### src/rtl/dac_serial_pkg.sv
//==============================================================================
// dac_serial_pkg: shared frame layout, FSM encoding and PD-mode codes for the DAC link. Rev 1.0
//==============================================================================
`default_nettype none

package dac_serial_pkg;

  localparam int FRAME_BITS_DEF = 16;
  localparam int PD_MSB         = 13;
  localparam int PD_LSB         = 12;
  localparam int DATA_MSB       = 11;

  typedef enum logic [1:0] {
    IDLE  = 2'd0,
    SHIFT = 2'd1,
    DONE  = 2'd2
  } rx_state_t;

  localparam logic [1:0] PD_NORMAL = 2'b00;
  localparam logic [1:0] PD_1K     = 2'b01;
  localparam logic [1:0] PD_100K   = 2'b10;
  localparam logic [1:0] PD_HIZ    = 2'b11;

endpackage

`default_nettype wire

### src/rtl/dac_rx_sync_edge.sv
//==============================================================================
// dac_rx_sync_edge: multi-flop synchroniser with one edge-detect flop (rise/fall pulses). Rev 1.0
//==============================================================================
`default_nettype none

module dac_rx_sync_edge #(
  parameter int   STAGES    = 2,
  parameter logic RESET_VAL = 1'b0
) (
  input  logic clk,
  input  logic rst_n,
  input  logic async_in,
  output logic level,
  output logic rise,
  output logic fall
);

  logic [STAGES-1:0] sync_q;
  logic              prev_q;

  always_ff @(posedge clk or negedge rst_n) begin
    if (!rst_n) begin
      sync_q <= {STAGES{RESET_VAL}};
      prev_q <= RESET_VAL;
    end else begin
      sync_q <= {sync_q[STAGES-2:0], async_in};
      prev_q <= sync_q[STAGES-1];
    end
  end

  assign level = sync_q[STAGES-1];
  assign rise  = ~prev_q &  sync_q[STAGES-1];
  assign fall  =  prev_q & ~sync_q[STAGES-1];

endmodule

`default_nettype wire

### src/rtl/dac_serial_rx.sv
//==============================================================================
// dac_serial_rx: oversampling 3-wire DAC frame receiver; DAC_RX_ERRCNT_EN adds err_clr/err_count. Rev 1.0
//==============================================================================
`default_nettype none

module dac_serial_rx
  import dac_serial_pkg::*;
#(
  parameter int FRAME_BITS  = FRAME_BITS_DEF,
  parameter int DATA_W      = DATA_MSB + 1,
  parameter int SYNC_STAGES = 2
) (
  input  logic              clk,
  input  logic              rst_n,
  input  logic              sclk,
  input  logic              sync,
  input  logic              din,
  output logic [DATA_W-1:0] data_out,
  output logic [1:0]        pd_mode,
  output logic              data_valid,
  output logic              frame_err,
`ifdef DAC_RX_ERRCNT_EN
  input  logic              err_clr,
  output logic [7:0]        err_count,
`endif
  output logic              busy
);

  // Only the low 14 frame bits are ever presented, so the top two bits fall off the end.
  localparam int              KEEP_W   = PD_MSB + 1;
  localparam int              CNT_W    = $clog2(FRAME_BITS + 1);
  localparam logic [CNT_W-1:0] FULL_CNT = CNT_W'(FRAME_BITS);

  logic sclk_lvl, sclk_rise, sclk_fall;
  logic sync_lvl, sync_rise, sync_fall;
  logic din_s, din_rise, din_fall;

  dac_rx_sync_edge #(.STAGES(SYNC_STAGES), .RESET_VAL(1'b1)) u_sclk_sync (
    .clk(clk), .rst_n(rst_n), .async_in(sclk),
    .level(sclk_lvl), .rise(sclk_rise), .fall(sclk_fall)
  );

  dac_rx_sync_edge #(.STAGES(SYNC_STAGES), .RESET_VAL(1'b1)) u_sync_sync (
    .clk(clk), .rst_n(rst_n), .async_in(sync),
    .level(sync_lvl), .rise(sync_rise), .fall(sync_fall)
  );

  dac_rx_sync_edge #(.STAGES(SYNC_STAGES), .RESET_VAL(1'b0)) u_din_sync (
    .clk(clk), .rst_n(rst_n), .async_in(din),
    .level(din_s), .rise(din_rise), .fall(din_fall)
  );

  logic unused_sync_taps;
  assign unused_sync_taps = ^{sclk_lvl, sclk_rise, sync_lvl, din_rise, din_fall};

  rx_state_t          state_q, state_nxt;
  logic [CNT_W-1:0]   cnt_q, cnt_nxt;
  logic [KEEP_W-1:0]  shift_q, shift_nxt;
  logic               load, abort;

  always_ff @(posedge clk or negedge rst_n) begin
    if (!rst_n) begin
      state_q <= IDLE;
      cnt_q   <= '0;
      shift_q <= '0;
    end else begin
      state_q <= state_nxt;
      cnt_q   <= cnt_nxt;
      shift_q <= shift_nxt;
    end
  end

  always_comb begin
    state_nxt = state_q;
    cnt_nxt   = cnt_q;
    shift_nxt = shift_q;
    load      = 1'b0;
    abort     = 1'b0;
    case (state_q)
      IDLE: begin
        if (sync_fall) begin
          state_nxt = SHIFT;
          cnt_nxt   = '0;
          shift_nxt = '0;
        end
      end
      SHIFT: begin
        if (cnt_q == FULL_CNT) begin
          // A complete frame is published even if sync already rose; skip DONE then.
          load      = 1'b1;
          state_nxt = sync_rise ? IDLE : DONE;
        end else if (sync_rise) begin
          abort     = 1'b1;
          state_nxt = IDLE;
        end else if (sclk_fall) begin
          shift_nxt = {shift_q[KEEP_W-2:0], din_s};
          cnt_nxt   = cnt_q + CNT_W'(1);
        end
      end
      DONE: begin
        if (sync_rise) begin
          state_nxt = IDLE;
        end
      end
      default: state_nxt = IDLE;
    endcase
  end

  always_ff @(posedge clk or negedge rst_n) begin
    if (!rst_n) begin
      data_out   <= '0;
      pd_mode    <= PD_NORMAL;
      data_valid <= 1'b0;
      frame_err  <= 1'b0;
    end else begin
      data_valid <= load;
      frame_err  <= abort;
      if (load) begin
        data_out <= shift_q[DATA_W-1:0];
        pd_mode  <= shift_q[PD_MSB:PD_LSB];
      end
    end
  end

  assign busy = (state_q != IDLE);

`ifdef DAC_RX_ERRCNT_EN
  always_ff @(posedge clk or negedge rst_n) begin
    if (!rst_n) begin
      err_count <= 8'd0;
    end else if (err_clr) begin
      err_count <= 8'd0;
    end else if (abort && (err_count != 8'hFF)) begin
      err_count <= err_count + 8'd1;
    end
  end
`endif

endmodule

`default_nettype wire

### config.mk
export PLATFORM = sky130hd
export DESIGN_NAME = dac_serial_rx
export DESIGN_NICKNAME = d
export VERILOG_FILES = /design/src/rtl/dac_serial_pkg.sv /design/src/rtl/dac_rx_sync_edge.sv /design/src/rtl/dac_serial_rx.sv
export SDC_FILE = /design/constraint.sdc
export NUM_CORES = 1
export LEC_CHECK = 0
export CELL_PAD_IN_SITES_DETAIL_PLACEMENT = 1
export CELL_PAD_IN_SITES_GLOBAL_PLACEMENT = 1
export CORE_AREA = 3 3 70 72
export DETAILED_ROUTE_END_ITERATION = 16
export DIE_AREA = 0 0 73 75
export MAX_ROUTING_LAYER = met4
export PLACE_DENSITY_LB_ADDON = 0.1
export REMOVE_ABC_BUFFERS = 1
export SLEW_MARGIN = 20
export SYNTH_ARGS = -nofsm -noshare
export SYNTH_HDL_FRONTEND = slang
export SYNTH_SLANG_ARGS = --single-unit
### constraint.sdc
create_clock -name clk -period 1.9 [get_ports clk]
set_input_delay 0.57 -clock clk [delete_from_list [all_inputs] [get_ports clk]]
set_output_delay 0.57 -clock clk [all_outputs]
set_load 0.02 [all_outputs]
# Word level (Yosys, flattened, before mapping)
# Index checks and enable logic that the tools add are counted.
word_totals:
  regBits: 45
  latchBits: 0
  mem_bits_rw: 0
  rom_bits: 0
  inputBits: 5
  out_inout_bits: 17
  word_cells: 50
  n_memories: 0
classes:
  n_addsub: 1
  multipliers: 0
  div: 0
  magnitude_cmp: 0
  eq_ne: 7
  n_shift: 0
  muxes: 20
  bitwise: 6
  n_reduce_logical: 4
ops:
  columns: ["operator", "n"]
  rows:
  - ["$mux 14", 4]
  - ["$pmux 14 s2", 1]
  - ["$mux 5", 4]
  - ["$pmux 5 s2", 1]
  - ["$mux 2", 4]
  - ["$ne 2x2->1 const B", 4]
  - ["$pmux 2 s3", 1]
  - ["$add 5x1->5 const B", 1]
  - ["$eq 5x5->1 const B", 1]
  - ["$mux 1", 5]
  - ["$reduce_and 5->1", 1]
  - ["$reduce_bool 2->1", 2]
  - ["$and 1x1->1", 3]
  - ["$not 1->1", 3]
  - ["$eq 2x1->1 const B", 1]
  - ["$eq 2x2->1 const B", 1]
  - ["$logic_not 2->1", 1]

# Logic depth before layout (Yosys ltp)
logic_depth:
  depth_word: 6
  ltp_mapped: 7
  depth_no_buf: 6

# Modules after synthesis
# A second synthesis with hierarchy kept.
unflattened:
  cells_unflattened: 170
  hier_area_um2: 1939.4
modules_own_cells:
  columns: ["module", "n_inst", "cells_each", "area_each_um2", "seq_area_each_um2"]
  rows:
  - ["dac_serial_rx", 1, 155, 1661.6, 925.9]
  - ["dac_rx_sync_edge at u_sclk_sync ...", 2, 5, 93.8, 78.8]
  - ["dac_rx_sync_edge at u_din_sync", 1, 5, 90.1, 75.1]

# Least setup slack after synthesis
# Ideal clock, no wire load.
synth_timing:
  kind: "register to register"
  start: "register u_sync_sync.prev_q"
  end: "register cnt_q[4]"
  setup_ps: 126
  t_arrival_ps: 1622
  t_required_ps: 1774
  setup_slack_ps: 152
  stages_incl_launch_ff: 5
  n_path_buf: 0
  synth_period_minus_slack_ps: 1748
  path_cell_list: "dfstp_2 -> or3b_4 -> a31oi_4 -> nand2_4 -> a221o_1"
synth_between:
  elab_chain_cells: 4
  word_cells_on_any_way: 6
  cone_classes: "eq/ne: 2; bitwise: 3; reduce/logical: 1"
synth_rtl:
  columns: ["element", "line_no", "rtl"]
  rows:
  - ["from (decl)", "dac_rx_sync_edge.sv:19", "logic prev_q;"]
  - ["from (signal assigned)", "dac_rx_sync_edge.sv:27", "prev_q <= sync_q[STAGES-1];"]
  - ["$not 1->1", "dac_rx_sync_edge.sv:32", "assign rise = ~prev_q & sync_q[STAGES-1];"]
  - ["$and 1x1->1", "dac_rx_sync_edge.sv:32", null]
  - ["$ne 2x2->1 (no line)", null, null]
  - ["$reduce_and 5->1 (no line) (*)", null, null]
  - ["to (signal assigned)", "dac_serial_rx.sv:68", "cnt_q <= cnt_nxt;"]
  - ["to (decl)", "dac_serial_rx.sv:57", "logic [CNT_W-1:0] cnt_q, cnt_nxt;"]
# Every way passes the cells marked *; elsewhere a longest branch is shown, timed or not.
# A chain may end at the register's enable or synchronous reset.

# Final worst setup path
layout_timing:
  start: "register state_q[1]"
  end: "output busy"
layout_between:
  elab_chain_cells: 1
layout_rtl:
  columns: ["element", "line_no", "rtl"]
  rows:
  - ["from (decl)", "dac_serial_rx.sv:56", "rx_state_t state_q, state_nxt;"]
  - ["from (signal assigned)", "dac_serial_rx.sv:67", "state_q <= state_nxt;"]
  - ["$reduce_bool 2->1", "dac_serial_rx.sv:125", "assign busy = (state_q != IDLE);"]
  - ["to (decl)", "dac_serial_rx.sv:26", "output logic busy"]
# Every way passes these cells.

==> metrics.csv <==
metric;value;unit
total wire length;3486;um
FF/Latch Area;0.001134;sq mm
Worst setup startpoint;state_q[1];
pre-CTS setup slack;0.1399;ns
Final Hold Vio Count;0;
Yosys reg bits;45;
Non-Filler Instances;246;
DRC;0;
first-pass GRT wire length;6092;um
Total Die Area;0.005475;sq mm
Max FO, Critical Path;2;
largest net degree at the start of global routing;30;
Port Buffers;21;
vias per cell;4.959;
Min-Delay Path Class;primary input to asynchronous set/reset pin;
die width;73;um
Synth warnings;0;
Design Power;2.344;mW
status;complete, no violations;
Cells after Synth;164;
Post-Place Cells;238;
TritonCTS clock tree;done;
post-route setup TNS;0;ns
Mean Syn Cell Area;11.22;sq um
clk_lat worst skew;0.30;ns
CP startpoint kind;flop;
Area Overhead vs Synth;22.09;%
Bufs and invs on worst path;1;
slowest stage delay, CP;0.38;ns
# nets final;200;
depth of the worst register-to-register path;5;
share of layout cells above drive strength 1;13.92;%
H-tree level count;2;
Static Leak;1.085;nW
Tmin final;1.852;ns
diode count;0;
RSZ-0062 raised after global routing;no;
Post-Syn Area;0.001841;sq mm
Max stage delay cell, worst path;dfrtp_1;
core area;0.004354;sq mm
antenna violations before repair;0;
critical path depth;2;
Final GP Congestion;0.7476;
Data arrival, critical path;1.28;ns
Async SR Flop Fraction;100.0;%
Slew headroom;64.33;%
multi-input logic area;605.6;sq um
Synth cell types;28;
via count;1220;
CTS Root Cell;clkbuf_8;
number of fill cells;476;
sequential area share after synthesis;61.59;%
Sink Count;45;
r2r setup slk;0.17;ns
CP delay by family, top;flip-flops;
total CTS buffers;5;
Antenna Nets Post-Route;0;
CP Capture Type;output port;
global-route usage over all layers;15.30;%
vias in the first global route;1304;
Chip Height;75;um
cts-stage hold buffer count;0;
I/O Pins;22;
number of synthesized flops with an enable pin;0;
Main synth FF type;dfrtp_1;
final setup fails;0;
Critical R2R Launch;u_sync_sync.prev_q;
worst-margin pin slew;0.5350;ns
Fmax;540.0;MHz
RR Endpoint;shift_q[1];
CTS max path bufs;2;
final setup slack of the worst path;0.04801;ns
clock-pin slew on the worst setup and hold paths;0.09;ns
Required @ worst endpoint;1.33;ns
GRT overflow;0;
crit path kind;flop to output port;
worst-path cell chain;or2_2 -> dlygate4sd2_1;
Iter 0 DRT Violations;41;
Initial Utilization;42.27;%
row cnt;24;
period utilization;97.47;%
power per cell area;1043;mW/mm^2
DR pass1 iterations;3;
WL/cell;14.17;um
DP HPWL;2471;um
Worst VDD drop;0.5343;mV
Slew Viols, Final;0;
Worst Clk Skew;0.01372;ns
max cap viols;0;
## stage by stage
stage                     hold slack, ns  area (sq um)  utilization [%]
after floorplan                   0.2744          1807                -
after global placement            0.3356          2150            49.37
after global routing              0.2774          2247            51.61
final                             0.2414          2247            51.61
after detailed placement          0.3371          2150            49.37
after CTS                         0.2542          2242            51.49
## cell usage after synthesis, drive strengths merged, types with 2 or more instances
cell type / n / share of area, %
a21oi: 2 / 0.54
nand3: 3 / 0.82
clkbuf: 6 / 1.2
dfrtp: 39 / 53
o21ai: 15 / 4.1
ha: 2 / 1.4
mux2i: 17 / 9.2
nor2: 2 / 0.41
a31oi: 2 / 1.5
nand2: 34 / 7.3
nor3b: 4 / 1.6
and3: 2 / 0.68
dfstp: 6 / 8.6
inv: 18 / 3.7
## sequential cells by signal, indices dropped and copies added, names as in the netlist
name and flops:
cnt_q 5, data_out 12, data_valid 1, frame_err 1
pd_mode 2, shift_q 14, state_q 2, u_din_sync.sync_q 2
u_sclk_sync.prev_q 1, u_sclk_sync.sync_q 2, u_sync_sync.prev_q 1, u_sync_sync.sync_q 2
## report_power, final
| part | total [mW] | internal (mW) | switching, mW |
|---|---|---|---|
| logic | 0.548 | 0.246 | 0.302 |
| registers | 1.18 | 1.09 | 0.0992 |
| clock network | 0.611 | 0.296 | 0.315 |
| total | 2.34 | 1.63 | 0.716 |
## layer usage
| metal | global-route usage, % | wire length, um | up-vias | part of all wire, % |
|---|---|---|---|---|
| li1 | - | - | 591 | - |
| met1 | 18.66 | 1614 | 604 | 46 |
| met4 | 8.607 | 89 | 0 | 2.6 |
| met2 | 23.93 | 1693 | 17 | 49 |
| met5 | - | 0 | - | 0 |
| met3 | 2.804 | 89 | 8 | 2.6 |
## final cells by class
type / instances / area share (%)
repair buffers: 29 / 12.53
well taps: 52 / 2.895
clock buffers: 7 / 3.842
multi-input cells: 94 / 26.95
flip-flops and latches: 45 / 50.45
clock inverters: 1 / 0.3341
inverters: 18 / 3.007
## repair_timing
action                                  4_1_cts  5_1_grt
gates resized for setup                       1        2
endpoints found under the setup margin        1        2
buffers inserted                              0        0
## kinds of logic after synthesis
logic type / count (synthesis) / share of synthesized area, %
fa+ha+maj: 2 / 1.359
simple gates: 54 / 15.16
compound gates: 21 / 7.138
mux: 17 / 9.245
flops: 45 / 61.59
buf+inv: 25 / 5.506
## how the worst max path moves through the flow
stage                             end  slack (ns)
after floorplan           data_out[0]       -0.18
final                            busy        0.05
after global routing             busy       0.006
after global placement           busy        0.16
after CTS                 data_out[2]        0.01
after detailed placement         busy        0.14
## placed cells by master, fill, tap and decap left out, drive strengths merged
cell,count
nand2b,1
or2,1
and3,2
nor2b,1
ha,2
a31oi,2
o21ai,15
dfstp,6
a21oi,2
inv,18
and3b,1
mux2i,17
clkdlybuf4s50,17
dlygate4sd2,1
nand4bb,1
dlymetal6s2s,2
dfrtp,39
and2b,1
clkbuf,7
clkinvlp,1
or3b,1
and4bb,1
a22o,1
nand2,34
buf,9
nor3b,4
nor2,2
nand4b,1
nand3,3
a221o,1
(Power assumes the default switching activity.)
